$ cat src/rtl/uart_pkg.sv
// Shared constants and state encoding for the UART receiver.
package uart_pkg;

    localparam int DEFAULT_CLKS_PER_BIT = 10416;
    localparam int CNT_W                = 14;

    typedef enum logic [2:0] {
        s_IDLE   = 3'd0,
        s_START  = 3'd1,
        s_DATA   = 3'd2,
        s_PARITY = 3'd3,
        s_STOP   = 3'd4,
        s_BREAK  = 3'd5
    } rx_state_e;

endpackage

$ cat src/rtl/uart_rx_if.sv
// Receiver-side signal bundle: serial line in, received byte and status pulses out.
interface uart_rx_if;

    logic       i_SERIAL;
    logic [7:0] o_BYTE;
    logic       o_DV;
    logic       o_FRAME_ERR;
    logic       o_PARITY_ERR;
    logic       o_BUSY;

    modport master (
        output i_SERIAL,
        input  o_BYTE, o_DV, o_FRAME_ERR, o_PARITY_ERR, o_BUSY
    );

    modport slave (
        input  i_SERIAL,
        output o_BYTE, o_DV, o_FRAME_ERR, o_PARITY_ERR, o_BUSY
    );

endinterface

$ cat src/rtl/uart_rx_sync.sv
// Two-flop synchronizer for the serial line; presets to idle-high while in reset.
module uart_rx_sync (
    input  logic i_CLK,
    input  logic i_RST_N,
    input  logic d,
    output logic q
);

    logic meta;

    always_ff @(posedge i_CLK or negedge i_RST_N) begin
        if (!i_RST_N) begin
            meta <= 1'b1;
            q    <= 1'b1;
        end else begin
            meta <= d;
            q    <= meta;
        end
    end

endmodule

$ cat src/rtl/uart_rx.sv
// UART receiver, 8 data bits, mid-bit sampling, frame-error break handling.
// Define UART_RX_PARITY_EN for an even-parity bit after D7 (8E1); default is 8N1.
module uart_rx
    import uart_pkg::*;
#(
    parameter int CLKS_PER_BIT = DEFAULT_CLKS_PER_BIT
) (
    input  logic     i_CLK,
    input  logic     i_RST_N,
    uart_rx_if.slave rx
);

    localparam logic [CNT_W-1:0] LAST_TICK = CNT_W'(CLKS_PER_BIT - 1);
    localparam logic [CNT_W-1:0] MID_TICK  = CNT_W'((CLKS_PER_BIT - 1) / 2);

    rx_state_e        state;
    logic             rx_bit;
    logic [CNT_W-1:0] t_CLK;
    logic [2:0]       t_INDEX;
    logic [7:0]       shift_reg;
    logic [7:0]       byte_q;
    logic             dv_q;
    logic             ferr_q;
    logic [1:0]       warm_cnt;
    logic             armed;
`ifdef UART_RX_PARITY_EN
    logic             parity_bit;
    logic             perr_q;
`endif

    uart_rx_sync u_sync (
        .i_CLK   (i_CLK),
        .i_RST_N (i_RST_N),
        .d       (rx.i_SERIAL),
        .q       (rx_bit)
    );

    // The synchronizer reads high straight after reset, so the line only counts as
    // seen-idle once real pin data has flushed through; a frame caught mid-flight is skipped.
    always_ff @(posedge i_CLK or negedge i_RST_N) begin
        if (!i_RST_N) begin
            warm_cnt <= 2'd0;
            armed    <= 1'b0;
        end else begin
            if (warm_cnt != 2'd3)
                warm_cnt <= warm_cnt + 2'd1;
            if (warm_cnt == 2'd3 && rx_bit)
                armed <= 1'b1;
        end
    end

    always_ff @(posedge i_CLK or negedge i_RST_N) begin
        if (!i_RST_N) begin
            state     <= s_IDLE;
            t_CLK     <= '0;
            t_INDEX   <= 3'd0;
            shift_reg <= 8'h00;
            byte_q    <= 8'h00;
            dv_q      <= 1'b0;
            ferr_q    <= 1'b0;
`ifdef UART_RX_PARITY_EN
            parity_bit <= 1'b0;
            perr_q     <= 1'b0;
`endif
        end else begin
            dv_q   <= 1'b0;
            ferr_q <= 1'b0;
`ifdef UART_RX_PARITY_EN
            perr_q <= 1'b0;
`endif
            case (state)
                s_IDLE: begin
                    if (armed && !rx_bit) begin
                        t_CLK   <= '0;
                        t_INDEX <= 3'd0;
                        state   <= s_START;
                    end
                end
                s_START: begin
                    if (t_CLK == MID_TICK) begin
                        t_CLK <= '0;
                        state <= rx_bit ? s_IDLE : s_DATA;
                    end else begin
                        t_CLK <= t_CLK + 1'b1;
                    end
                end
                s_DATA: begin
                    if (t_CLK == LAST_TICK) begin
                        t_CLK              <= '0;
                        shift_reg[t_INDEX] <= rx_bit;
                        t_INDEX            <= t_INDEX + 3'd1;
                        if (t_INDEX == 3'd7) begin
`ifdef UART_RX_PARITY_EN
                            state <= s_PARITY;
`else
                            state <= s_STOP;
`endif
                        end
                    end else begin
                        t_CLK <= t_CLK + 1'b1;
                    end
                end
`ifdef UART_RX_PARITY_EN
                s_PARITY: begin
                    if (t_CLK == LAST_TICK) begin
                        t_CLK      <= '0;
                        parity_bit <= rx_bit;
                        state      <= s_STOP;
                    end else begin
                        t_CLK <= t_CLK + 1'b1;
                    end
                end
`endif
                s_STOP: begin
                    if (t_CLK == LAST_TICK) begin
                        t_CLK <= '0;
                        if (!rx_bit) begin
                            ferr_q <= 1'b1;
                            state  <= s_BREAK;
`ifdef UART_RX_PARITY_EN
                        end else if (parity_bit != ^shift_reg) begin
                            perr_q <= 1'b1;
                            state  <= s_IDLE;
`endif
                        end else begin
                            byte_q <= shift_reg;
                            dv_q   <= 1'b1;
                            state  <= s_IDLE;
                        end
                    end else begin
                        t_CLK <= t_CLK + 1'b1;
                    end
                end
                s_BREAK: begin
                    if (rx_bit)
                        state <= s_IDLE;
                end
                default: state <= s_IDLE;
            endcase
        end
    end

    assign rx.o_BYTE      = byte_q;
    assign rx.o_DV        = dv_q;
    assign rx.o_FRAME_ERR = ferr_q;
    assign rx.o_BUSY      = (state != s_IDLE);
`ifdef UART_RX_PARITY_EN
    assign rx.o_PARITY_ERR = perr_q;
`else
    assign rx.o_PARITY_ERR = 1'b0;
`endif

endmodule
$ cat src/flat_wrapper.sv
// flat-port wrapper written by rule: the top's interface ports become plain ports
module uart_rx_flat import uart_pkg::*;
#(
    parameter int CLKS_PER_BIT = DEFAULT_CLKS_PER_BIT
)
  (i_CLK, i_RST_N, rx_i_SERIAL, rx_o_BYTE, rx_o_DV, rx_o_FRAME_ERR, rx_o_PARITY_ERR, rx_o_BUSY);
  uart_rx_if rx_i ();
  input  logic i_CLK;
  input  logic i_RST_N;
  input wire logic [$bits(rx_i.i_SERIAL)-1:0] rx_i_SERIAL;
  output wire logic [$bits(rx_i.o_BYTE)-1:0] rx_o_BYTE;
  output wire logic [$bits(rx_i.o_DV)-1:0] rx_o_DV;
  output wire logic [$bits(rx_i.o_FRAME_ERR)-1:0] rx_o_FRAME_ERR;
  output wire logic [$bits(rx_i.o_PARITY_ERR)-1:0] rx_o_PARITY_ERR;
  output wire logic [$bits(rx_i.o_BUSY)-1:0] rx_o_BUSY;
  assign rx_i.i_SERIAL = rx_i_SERIAL;
  assign rx_o_BYTE = rx_i.o_BYTE;
  assign rx_o_DV = rx_i.o_DV;
  assign rx_o_FRAME_ERR = rx_i.o_FRAME_ERR;
  assign rx_o_PARITY_ERR = rx_i.o_PARITY_ERR;
  assign rx_o_BUSY = rx_i.o_BUSY;
  uart_rx #(.CLKS_PER_BIT(CLKS_PER_BIT)) u_core (.i_CLK(i_CLK), .i_RST_N(i_RST_N), .rx(rx_i));
endmodule
$ cat config.mk
export PLATFORM = sky130hd
export DESIGN_NAME = uart_rx_flat
export DESIGN_NICKNAME = d
export VERILOG_FILES = /design/src/rtl/uart_pkg.sv /design/src/rtl/uart_rx_if.sv /design/src/rtl/uart_rx_sync.sv /design/src/rtl/uart_rx.sv /design/src/flat_wrapper.sv
export SDC_FILE = /design/constraint.sdc
export NUM_CORES = 1
export LEC_CHECK = 0
export ABC_AREA = 1
export CAP_MARGIN = 40
export CORE_MARGIN = 10
export CORE_UTILIZATION = 65
export CTS_BUF_LIST = sky130_fd_sc_hd__clkbuf_4 sky130_fd_sc_hd__clkbuf_8
export CTS_CLUSTER_DIAMETER = 40
export DETAILED_ROUTE_END_ITERATION = 10
export PLACE_DENSITY = 0.9
export SYNTH_ARGS = -nofsm -noshare
export SYNTH_HDL_FRONTEND = slang
export SYNTH_SLANG_ARGS = --single-unit
$ cat constraint.sdc
create_clock -name i_CLK -period 2.7 [get_ports i_CLK]
set_clock_uncertainty 0.05 [all_clocks]
set_input_delay 0.54 -clock i_CLK [delete_from_list [all_inputs] [get_ports i_CLK]]
set_output_delay 0.54 -clock i_CLK [all_outputs]
set_load 0.03 [all_outputs]
==> results.cfg <==
[run_status]
outcome = complete, no violations

[place]
place_area_um2 = 2650
place_hpwl_um = 3820
portBuffers = 13
place.gp.congestion = 0.878

[floorplanning]
ios = 15
die_h_um = 81.6
placement_rows = 22
fp.dieW_um = 81.6
core_um2 = 3660
start_util_pct = 67.5
die-area_um2 = 6670

[logic_synthesis]
synth_top_area_share_pct = 41.5
synthesis.area_um2 = 2470
yosysSeqAreaShare_pct = 43.7
synthFlopType = dfrtp_1
synth_nets = 311
synth_top_area_cell = dfrtp_1
synth.distinct_cells = 36
synthTopCellsByArea = dfrtp_1 (42%), nand2_1 (13%), nand3_1 (6.1%)
async_flop_share_pct = 100
synth_edf_count = 0
syn-instance-count = 304
syn-mean-instance-area_um2 = 8.12
ys_seq_elements = 43
ys_warn_count = 0

[worst_setup_path]
cp.arrival_ps = 1630
r2r_cells = 7
start_kind = register
crit_path_end_kind = output pin
r2r-start = u_core.t_CLK[1]$_DFFE_PN0P_
crit_slowest_cell = clkdlybuf4s50_1
startpoint = u_core.state[0]$_DFFE_PN0P_
crit_fanout = 4
path_class = reg2out
cp_cell_sequence = nor2_2 > nand2_2 > clkdlybuf4s50_1
cp.required_ps = 2110
r2r_setup_slack_ps = 850
critPathMaxStageDelay_ps = 610
endpoint = rx_o_BUSY
r2r-end = u_core.rx.o_BYTE[1]$_DFFE_PN0P_

[routing]
drt_iter0_drc = 150
dr.pass1.iters = 4
drc = 0
vias_per_cell = 5.61
ant_nets = 0
drt_wl_total_um = 5090
wl_per_cell_um = 13.8
vias = 2074

[final_layout]
layout.nets = 328
drive_gt1_share_pct = 18.9
antenna_cells = 0
final_util_pct = 74.7
largest_reg_flops = 14
stdcell_area_um2 = 2740
final_common_cell = nand2_1
fillCellCount = 253
area_growth_pct = 10.7
layout_common_cells = nand2_1 (84), dfrtp_1 (41), inv_1 (31)

[timing]
slew_violations = 0
finalHoldViolations = 0
setup_tns_ps = 0
finalCriticalPeriod_ps = 2220
setup_viol = 0
fmax_ghz = 0.450
period_share_pct = 82.2
rsz0062_at_grt = false

[pwr]
power_frac_seq_pct = 40.9
peakVddDrop_mv = 0.439
p_per_area_nw_per_um2 = 711
swShare_pct = 42.4
share_comb_of_total_power_pct = 38.2
finalPower_mw = 1.94
pwr-share-clk_pct = 20.8
p_sw_uw = 824
p_int_mw = 1.12
p_leak_nw = 1.28

[clock_network]
cts_max_path_buffers = 2
postCtsSetupBuffers = 0
path_clk_slew_ps = 80
cts_resized = 0
cts.sinks = 43
htree_levels = 2
holdBufCountCts = 0
numCtsBuffers = 5
cts-root-buf = clkbuf_8
worstSkewPairLatency_ps = 300
cts_tree = built

[global_route]
grt_overflow = 0
antenna_found_initial = 0
grt_max_degree = 30
grt_pass1_wl_um = 9280
grt_use_total_pct = 17.5
grt_pass1_vias = 2134

[worst_hold_path]
hp-class = in2async

[job]
maxCapViolations = 0
synth_stat cells (2+ instances only):
cell type / number
nand2_1: 84
dfrtp_1: 41
inv_1: 31
nand3_1: 30
nor2_1: 21
o21ai_1: 12
nand2_2: 9
o21ai_0: 7
nor2_2: 6
xor2_1: 6
inv_2: 5
nand4_1: 5
nor2_4: 5
o21ai_2: 5
ha_1: 4
nand3_2: 4
nand2_4: 3
nor3_1: 3
nor3b_2: 3
buf_2: 2
dfstp_2: 2
nor3_2: 2
per-stage QoR:
stage | cells | worst slack, ps | hold WS, ps
2_1_floorplan | 304 | 1200 | 194
3_3_place_gp | 361 | 822 | 296
3_5_place_dp | 362 | 796 | 306
4_1_cts | 370 | 465 | 90.5
5_1_grt | 370 | 399 | 103
6_report | 370 | 480 | 86.5
cell type report:
cell class	instances	area, um2	area share (%)
clock buffer	6	76.3	2.79
clock inverter	2	12.5	0.457
inverter	39	154	5.63
multi-input combinational	218	1210	44.2
sequential	43	1080	39.4
tap	48	60.1	2.20
timing repair buffer	14	145	5.31
routing by layer:
metal,up-vias,GRT usage [%],share of wire [%]
li1,1004,-,-
met4,0,8.33,2.4
met1,1002,19.6,41
met3,16,4.59,6.0
met2,52,30.6,50
met5,-,0,0
power groups by stage:
stage	clock network, mW	registers [mW]	logic, mW
floorplan	0	0.786	0.569
global placement	0	0.798	0.708
detailed placement	0	0.804	0.736
CTS	0.414	0.792	0.744
global route	0.442	0.810	0.826
finish	0.405	0.796	0.743
cells by family after synthesis:
group / share of synthesized area, %
xor+xnor: 2.48
flops: 43.7
simple gates: 37.3
buf+inv: 7.40
fa+ha+maj: 2.03
mux: 0.456
other cells: 0.152
compound gates: 6.48
worst max-delay path, delay by kind of cell, from the launching register on:
family,cells,cell delay [ps]
flip-flops,1,410
buffers and inverters,1,610
AND/OR/NAND/NOR,2,310
how the worst min path moves through the flow:
stage,from,slack [ps],depth (start not counted),endpoint
finish,i_RST_N,90,1,u_core.rx.o_BYTE[5]$_DFFE_PN0P_
global route,i_RST_N,100,1,u_core.rx.o_BYTE[1]$_DFFE_PN0P_
CTS,i_RST_N,90,1,u_core.rx.o_BYTE[5]$_DFFE_PN0P_
detailed placement,u_core.u_sync.meta$_DFF_PN1_,310,0,u_core.u_sync.q$_DFF_PN1_
global placement,u_core.u_sync.meta$_DFF_PN1_,300,0,u_core.u_sync.q$_DFF_PN1_
floorplan,i_RST_N,190,0,u_core.armed$_DFFE_PN0P_
(Power assumes the default switching activity.)
